==> src/rtl/pipe_ctrl_pkg.sv <==
// Shared stall masks, FSM states and the stall merge for the pipeline sequencer.
// Stage order in every mask is bit0=PC .. bit5=WB.
package pipe_ctrl_pkg;

  localparam logic STOP   = 1'b1;
  localparam logic NOSTOP = 1'b0;

  localparam logic [5:0] STALL_NONE = {6{NOSTOP}};
  localparam logic [5:0] STALL_IF   = {{4{NOSTOP}}, {2{STOP}}};
  localparam logic [5:0] STALL_ID   = {{3{NOSTOP}}, {3{STOP}}};
  localparam logic [5:0] STALL_EX   = {{2{NOSTOP}}, {4{STOP}}};
  localparam logic [5:0] STALL_MEM  = {NOSTOP, {5{STOP}}};

  typedef enum logic [1:0] {
    PCTRL_IDLE  = 2'd0,
    PCTRL_PEND  = 2'd1,
    PCTRL_FLUSH = 2'd2
  } pctrl_state_e;

  // Deepest requesting stage wins; WB is never held.
  function automatic logic [5:0] stall_merge(
    input logic req_if,
    input logic req_id,
    input logic req_ex,
    input logic req_mem
  );
    if (req_mem)     return STALL_MEM;
    else if (req_ex) return STALL_EX;
    else if (req_id) return STALL_ID;
    else if (req_if) return STALL_IF;
    else             return STALL_NONE;
  endfunction

endpackage

==> src/rtl/pipe_ctrl_stall_wdog.sv <==
// Stuck-pipeline watchdog: counts consecutive stalled cycles.
// hang is sticky until reset once the run reaches WDOG_LIMIT.
module stall_wdog #(
  parameter int WDOG_LIMIT = 1024
) (
  input  logic clk,
  input  logic rst,
  input  logic stalled,
  output logic hang
);

  localparam int RW = $clog2(WDOG_LIMIT + 1);
  localparam logic [RW-1:0] LIM = RW'(WDOG_LIMIT);

  logic [RW-1:0] run;

  // Run counter saturates at the limit; hang latches on the limit-reaching cycle.
  always_ff @(posedge clk) begin
    if (rst) begin
      run  <= '0;
      hang <= 1'b0;
    end else if (!stalled) begin
      run <= '0;
    end else begin
      if (run != LIM) run <= run + RW'(1);
      if (run == LIM - RW'(1)) hang <= 1'b1;
    end
  end

endmodule

==> src/rtl/pipe_ctrl.sv <==
// Central pipeline sequencer: stall merge, flush/redirect FSM,
// saturating stall-cycle counter and the stuck-pipeline watchdog.
module pipe_ctrl
  import pipe_ctrl_pkg::*;
#(
  parameter int ADDR_WIDTH = 32,
  parameter int WDOG_LIMIT = 1024,
  parameter int CNT_WIDTH  = 32
) (
  input  logic                  clk_i,
  input  logic                  rst_i,
  input  logic                  stallreq_if_i,
  input  logic                  stallreq_id_i,
  input  logic                  stallreq_ex_i,
  input  logic                  stallreq_mem_i,
  input  logic                  flush_req_i,
  input  logic [ADDR_WIDTH-1:0] flush_pc_i,
  output logic [5:0]            stall_o,
  output logic                  flush_o,
  output logic [ADDR_WIDTH-1:0] new_pc_o,
  output logic                  flush_ack_o,
  output logic                  flush_busy_o,
  output logic [CNT_WIDTH-1:0]  stall_cnt_o,
  output logic                  hang_o
);

  pctrl_state_e          state;
  pctrl_state_e          state_nxt;
  logic [ADDR_WIDTH-1:0] pc_lat;
  logic [ADDR_WIDTH-1:0] pc_lat_nxt;
  logic [ADDR_WIDTH-1:0] new_pc_nxt;
  logic                  ack_nxt;
  logic [5:0]            merge;

  // Merged stall vector, suppressed while the flush cycle clears the pipe.
  always_comb begin
    merge   = stall_merge(stallreq_if_i, stallreq_id_i,
                          stallreq_ex_i, stallreq_mem_i);
    stall_o = (state == PCTRL_FLUSH) ? STALL_NONE : merge;
  end

  assign flush_o      = (state == PCTRL_FLUSH);
  assign flush_busy_o = (state != PCTRL_IDLE);

  // Flush sequencing: a flush waits while MEM has an access in flight.
  always_comb begin
    state_nxt  = state;
    pc_lat_nxt = pc_lat;
    new_pc_nxt = new_pc_o;
    ack_nxt    = 1'b0;
    unique case (state)
      PCTRL_IDLE: begin
        if (flush_req_i) begin
          pc_lat_nxt = flush_pc_i;
          ack_nxt    = 1'b1;
          if (stallreq_mem_i) begin
            state_nxt = PCTRL_PEND;
          end else begin
            state_nxt  = PCTRL_FLUSH;
            new_pc_nxt = flush_pc_i;
          end
        end
      end
      PCTRL_PEND: begin
        if (!stallreq_mem_i) begin
          state_nxt  = PCTRL_FLUSH;
          new_pc_nxt = pc_lat;
        end
      end
      PCTRL_FLUSH: state_nxt = PCTRL_IDLE;
      default:     state_nxt = PCTRL_IDLE;
    endcase
  end

  // FSM state, latched redirect target, redirect PC and ack pulse.
  always_ff @(posedge clk_i) begin
    if (rst_i) begin
      state       <= PCTRL_IDLE;
      pc_lat      <= '0;
      new_pc_o    <= '0;
      flush_ack_o <= 1'b0;
    end else begin
      state       <= state_nxt;
      pc_lat      <= pc_lat_nxt;
      new_pc_o    <= new_pc_nxt;
      flush_ack_o <= ack_nxt;
    end
  end

  // Stalled-cycle counter, saturating at all-ones.
  always_ff @(posedge clk_i) begin
    if (rst_i) begin
      stall_cnt_o <= '0;
    end else if ((|stall_o) && !(&stall_cnt_o)) begin
      stall_cnt_o <= stall_cnt_o + CNT_WIDTH'(1);
    end
  end

  stall_wdog #(
    .WDOG_LIMIT(WDOG_LIMIT)
  ) u_wdog (
    .clk    (clk_i),
    .rst    (rst_i),
    .stalled(|stall_o),
    .hang   (hang_o)
  );

endmodule

==> config.mk <==
export PLATFORM = sky130hd
export DESIGN_NAME = pipe_ctrl
export DESIGN_NICKNAME = d
export VERILOG_FILES = /design/src/rtl/pipe_ctrl_pkg.sv /design/src/rtl/pipe_ctrl_stall_wdog.sv /design/src/rtl/pipe_ctrl.sv
export SDC_FILE = /design/constraint.sdc
export NUM_CORES = 1
export LEC_CHECK = 0
export ABC_AREA = 1
export CAP_MARGIN = 20
export CORE_MARGIN = 4
export CORE_UTILIZATION = 30
export CTS_BUF_LIST = sky130_fd_sc_hd__clkbuf_4 sky130_fd_sc_hd__clkbuf_8
export DETAILED_ROUTE_END_ITERATION = 12
export HOLD_SLACK_MARGIN = 0.06
export PLACE_DENSITY = 0.61
export SLEW_MARGIN = 20
export SYNTH_ARGS = -nofsm -noshare
export SYNTH_HDL_FRONTEND = slang
export SYNTH_SLANG_ARGS = --single-unit
export TNS_END_PERCENT = 20
==> constraint.sdc <==
create_clock -name clk_i -period 1.5 [get_ports clk_i]
set_input_delay 0.3 -clock clk_i [delete_from_list [all_inputs] [get_ports clk_i]]
set_output_delay 0.3 -clock clk_i [all_outputs]
set_load 0.01 [all_outputs]
======== Word level (Yosys, flattened, before mapping) ========
Cells that the tools add are included.
W data, S select, Z words.
word-level totals
  flip-flop bits (word level) ............. 111
  input port bits ......................... 39
  output and inout bits ................... 74
cells by class
  equal/unequal tests ..................... 7
  mux-type cells .......................... 14
  reductions and logical operators ........ 13
  add/subtract/negate cells ............... 2
  bitwise operators ....................... 2
operator list
  cell                     number
  $mux W32                 3
  $pmux W32 S2             1
  $add A32 B1 Y32 const B  1
  $reduce_and A32 Y1       1
  $add A11 B1 Y11 const B  1
  $eq A11 B10 Y1 const B   1
  $ne A11 B11 Y1 const B   1
  $mux W2                  4
  $mux W6                  1
  $ne A2 B2 Y1 const B     3
  $reduce_and A2 Y1        3
  $reduce_or A6 Y1         1
  $mux W5                  1
  $mux W4                  1
  $pmux W2 S2              1
  $reduce_and A4 Y1        1
  $reduce_bool A2 Y1       2
  $reduce_or A2 Y1         2
  $mux W3                  1
  $eq A2 B1 Y1 const B     1
  $eq A2 B2 Y1 const B     1
  $logic_not A2 Y1         1
  $not A1 Y1               2
  $logic_and A1 B1 Y1      1
  2 further kinds          2

======== Logic depth before layout (Yosys ltp) ========
  depth after elaboration ................. 8
  depth in mapped cells ................... 10
  mapped depth without buffers ............ 10

======== Hierarchy ========
A second synthesis with hierarchy kept.
unflattened totals
  cells, all modules ...................... 804
  area total of the unflattened synthesis .. 5,427.7 um^2
by module, submodules not included
  module      cells each  seq. area each (um^2)  times used  area each (um^2)
  pipe_ctrl   718         1,981.9                1           4,804.6
  stall_wdog  86          240.2                  1           623.1

======== Least setup slack after synthesis ========
Ideal clock, no wire load.
  path type ............................... register to register
  from .................................... register stall_cnt_o[0]
  to ...................................... register stall_cnt_o[13]
  setup slack ............................. -97 ps
  cell stages (with the launch flop) ...... 10
  path buffers ............................ 1
  data arrival time ....................... 1,482 ps
  period minus slack after synthesis ...... 1,597 ps
  cell sequence ........................... dfxtp_1 ha_1 nand2_1 nor2_4 nand2_1 nor2_2 nand3_2 buf_2 a21oi_1 nor2_1
between the ends
  cells in the longest elaborated chain, start to end .. 3
ends and longest elaborated chain
  element                                                  line             RTL
  start, declared                                          pipe_ctrl.sv:23  output logic [CNT_WIDTH-1:0] stall_cnt_o,
  start signal, assigned                                   pipe_ctrl.sv:95  stall_cnt_o <= stall_cnt_o + CNT_WIDTH'(1);
  branches (longest 3 deep; another with $add A32 B1 Y32)  -
Several ways; the timed one is not identified.
A chain may end at the register's enable or synchronous reset.

======== Final worst setup path ========
  from .................................... register stall_cnt_o[1]
  to ...................................... register stall_cnt_o[2]
The elaborated chain is that of the path after synthesis.

==> results.py <==
metrics = {
    "outcome": {
        "outcome": "complete, but fails checks",
        "violations": "negative setup slack",
    },
    "floorplan": {
        "die_height_um": 141,
        "rows": 48,
        "io_pins": 113,
        "core-area_um2": 17300,
        "start_util_pct": 30.6,
        "die_w_um": 141,
        "die_area_um2": 19800,
    },
    "grt": {
        "grt_pass1_wl_um": 23800,
        "grt_start_max_net_pins": 51,
        "grt_antenna_before_repair": 1,
        "grt_pass1_vias": 4873,
        "overflow": 0,
        "grt_util_all_layers_pct": 14.6,
    },
    "routing": {
        "drtIter0Drc": 237,
        "viasPerCell": 4.54,
        "wl_met3_um": 829,
        "detail-route-antenna-nets": 0,
        "route.met2.wl_um": 6700,
        "vias": 5377,
        "wl_per_cell_um": 12.1,
        "wl_um": 14400,
        "first_pass_iters": 5,
        "drt-met1-wl_um": 6580,
        "route.detailed.drc": 0,
        "top_layer_used": "met5",
    },
    "cells_and_area": {
        "drive_above_1_share_pct": 21.0,
        "mostFrequentLayoutCells": "nand2_1, nor2_1, inv_1, a21oi_1, dfxtp_1",
        "final_common_cell": "nand2_1",
        "finalNetCount": 996,
        "antenna_cells": 0,
        "multi_input_comb_area_um2": 2640,
        "syn2layout_area_growth_pct": 42.6,
        "fin_area_um2": 7550,
        "fill_cells": 1798,
        "seqCellArea_um2": 2260,
    },
    "cts": {
        "htreeDepth": 3,
        "cts_root_buffer": "clkbuf_8",
        "cts_inserted_buffers": 9,
        "cts_hold_buf": 0,
        "insertion_delay_ns": 0.41,
        "cts_tree": "built",
        "cts.sinks": 111,
        "clockBufferDepth": 2,
        "clk_pin_slew_ns": 0.12,
    },
    "pwr": {
        "p_int_mw": 4.24,
        "switchingPower_mw": 1.80,
        "power_frac_seq_pct": 52.9,
        "peakVddDrop_uv": 488,
        "cellPowerDensity_nw_per_um2": 801,
        "leakage_nw": 3.29,
        "comb_power_share_pct": 15.6,
        "p_clk_share_pct": 31.5,
        "switching_share_pct": 29.8,
        "fin_total_pwr_mw": 6.04,
    },
    "placed_design": {
        "portBuffers": 111,
        "place.gp.congestion": 0.853,
        "dp_slack_ns": -0.514,
        "dp_hpwl_um": 10700,
        "dpl_cell_area_um2": 7230,
    },
    "critical_path": {
        "arrival_ns": 1.87,
        "endpoint_kind": "flop",
        "max_stage_delay_ns": 0.37,
        "crit_path_start_kind": "flop",
        "required_ns": 1.84,
        "rr_startpoint": "stall_cnt_o[1]",
        "crit_type": "flop to flop",
        "r2r_cells": 10,
        "cp_slowest_cell": "dfxtp_4",
        "crit_fanout": 24,
        "regToRegEndpoint": "stall_cnt_o[2]",
        "rrSetupSlack_ns": -0.03,
        "cp_cell_sequence": "ha_4 > nand2_2 > nor2_4 > nand2_2 > nor2_4 > nand3_2 > buf_12 > nand2_8 > nand2_1 > a21oi_2",
    },
    "synthesis": {
        "async_flop_share_pct": 0,
        "synth_edf_count": 0,
        "synth_nets": 824,
        "yosysTopAreaCellShare_pct": 42.0,
        "yosysWarnings": 0,
        "synth-seq-area-share_pct": 42.0,
        "syn_area_um2": 5290,
        "yosys_register_bits": 111,
        "synth_flop_cell": "dfxtp_1",
        "synth.area.top_cells": "dfxtp_1, nand2_1, a21oi_1, o21ai_0, nor2_1",
        "syn_inst": 782,
        "synth_area_leader_cell": "dfxtp_1",
        "synth_cell_type_count": 29,
        "postSynthAreaPerCell_um2": 6.77,
    },
    "sta": {
        "rsz0062_at_grt": "true",
        "drv_slew": 0,
        "worst_slack_ns": -0.0323,
        "fin_crit_ns": 1.53,
        "fin_crit_sh_pct": 102,
        "skew_ns": 0.0128,
        "hold_violations": 0,
        "setup_viol": 8,
        "max_freq_mhz": 653,
    },
    "flow_run": {
        "cap_violations": 0,
    },
    "hold_path": {
        "hold_path_depth": 2,
        "min_path_type": "flop to flop",
        "min_to": "pc_lat[2]",
        "worstHoldStart": "pc_lat[2]",
    },
}
==> worst max path at each step <==
| stage | endpoint | cells after the start | start | slack [ns] |
|---|---|---|---|---|
| 6_report | stall_cnt_o[2] | 10 | stall_cnt_o[1] | -0.03 |
| 3_3_place_gp | stall_o[1] | 6 | stallreq_ex_i | -0.52 |
| 3_5_place_dp | stall_o[1] | 6 | stallreq_ex_i | -0.51 |
| 2_1_floorplan | stall_cnt_o[20] | 9 | stall_cnt_o[0] | 0.01 |
| 4_1_cts | stall_cnt_o[0] | 10 | stall_cnt_o[1] | -0.03 |
| 5_1_grt | stall_cnt_o[1] | 10 | stall_cnt_o[1] | -0.17 |
==> synth_stat cells, types with 2 or more instances <==
library cell / n
clkbuf_1: 19
buf_4: 4
clkinv_1: 2
inv_2: 4
nand2_2: 6
nor3_1: 3
inv_1: 91
nand4_1: 12
buf_6: 4
nor2_4: 6
a21oi_1: 93
a211oi_1: 2
xor2_1: 4
o21ai_1: 3
nand3_2: 5
ha_1: 3
nand3_1: 33
o21ai_0: 87
dfxtp_1: 111
nor2_1: 113
nand2_1: 156
buf_2: 10
nor2_2: 5
==> metal layers <==
| layer | GRT usage [%] | up-vias |
|---|---|---|
| met5 | 0 | - |
| met4 | 5.15 | 2 |
| met3 | 3.83 | 21 |
| met2 | 24.1 | 131 |
| met1 | 18.6 | 2389 |
| li1 | - | 2834 |
==> worst max-delay path: cells and delay by family, from the launching register on <==
kind,cells,cell delay (ns)
AO/OA/AOI/OAI,1,0.11
adder cells (fa/ha/maj),1,0.13
buffers and inverters,1,0.17
flip-flops,1,0.37
AND/OR/NAND/NOR,7,0.66
==> cell families (layout without fill, tap and decap cells) <==
group	count (synthesis)	in the layout	synth area share [%]
AOI/OAI and AO/OA	186	186	17.7
xor gates and xnor gates	5	5	0.827
adders and majority gates	3	3	0.709
buffers and inverters	134	311	10.6
DFF	111	111	42.0
other	1	1	0.0708
and+or+nand+nor	342	342	28.1
==> sequential cells by signal, indices dropped and copies added (netlist names) <==
name / flops
pc_lat: 32
u_wdog.hang: 1
flush_ack_o: 1
state: 2
new_pc_o: 32
u_wdog.run: 11
stall_cnt_o: 32
==> power groups by stage <==
stage,Combinational (mW),Sequential (mW),Clock (mW)
2_1_floorplan,0.444,3.29,0
3_3_place_gp,0.978,3.27,0
3_5_place_dp,0.984,3.27,0
4_1_cts,0.937,3.20,1.97
5_1_grt,1.06,3.22,2.08
6_report,0.942,3.20,1.90
==> stage by stage <==
step                utilization (%)  setup TNS, ns  hold slack (ns)  instances
finish                         43.6         -0.129            0.450       1184
global route                   43.6          -4.12            0.465       1184
CTS                            43.0         -0.141            0.452       1181
detailed placement             41.8         -27.48            0.436       1162
global placement               41.8         -25.94            0.431       1162
floorplan                         -              0            0.425        782
==> layout make-up <==
class,instances,area share [%]
Timing Repair Buffer,198,23.8
Clock buffer,9,1.64
Sequential cell,111,30.0
Multi-Input combinational cell,537,34.9
Clock inverter,7,1.08
Inverter,97,4.89
Tap cell,225,3.73
==> timing repair <==
action	4_1_cts	5_1_grt
endpoints found under the setup margin	128	99
resized for setup	142	42
pin swaps	6	2
buffers inserted	3	3
(Power assumes the default switching activity.)
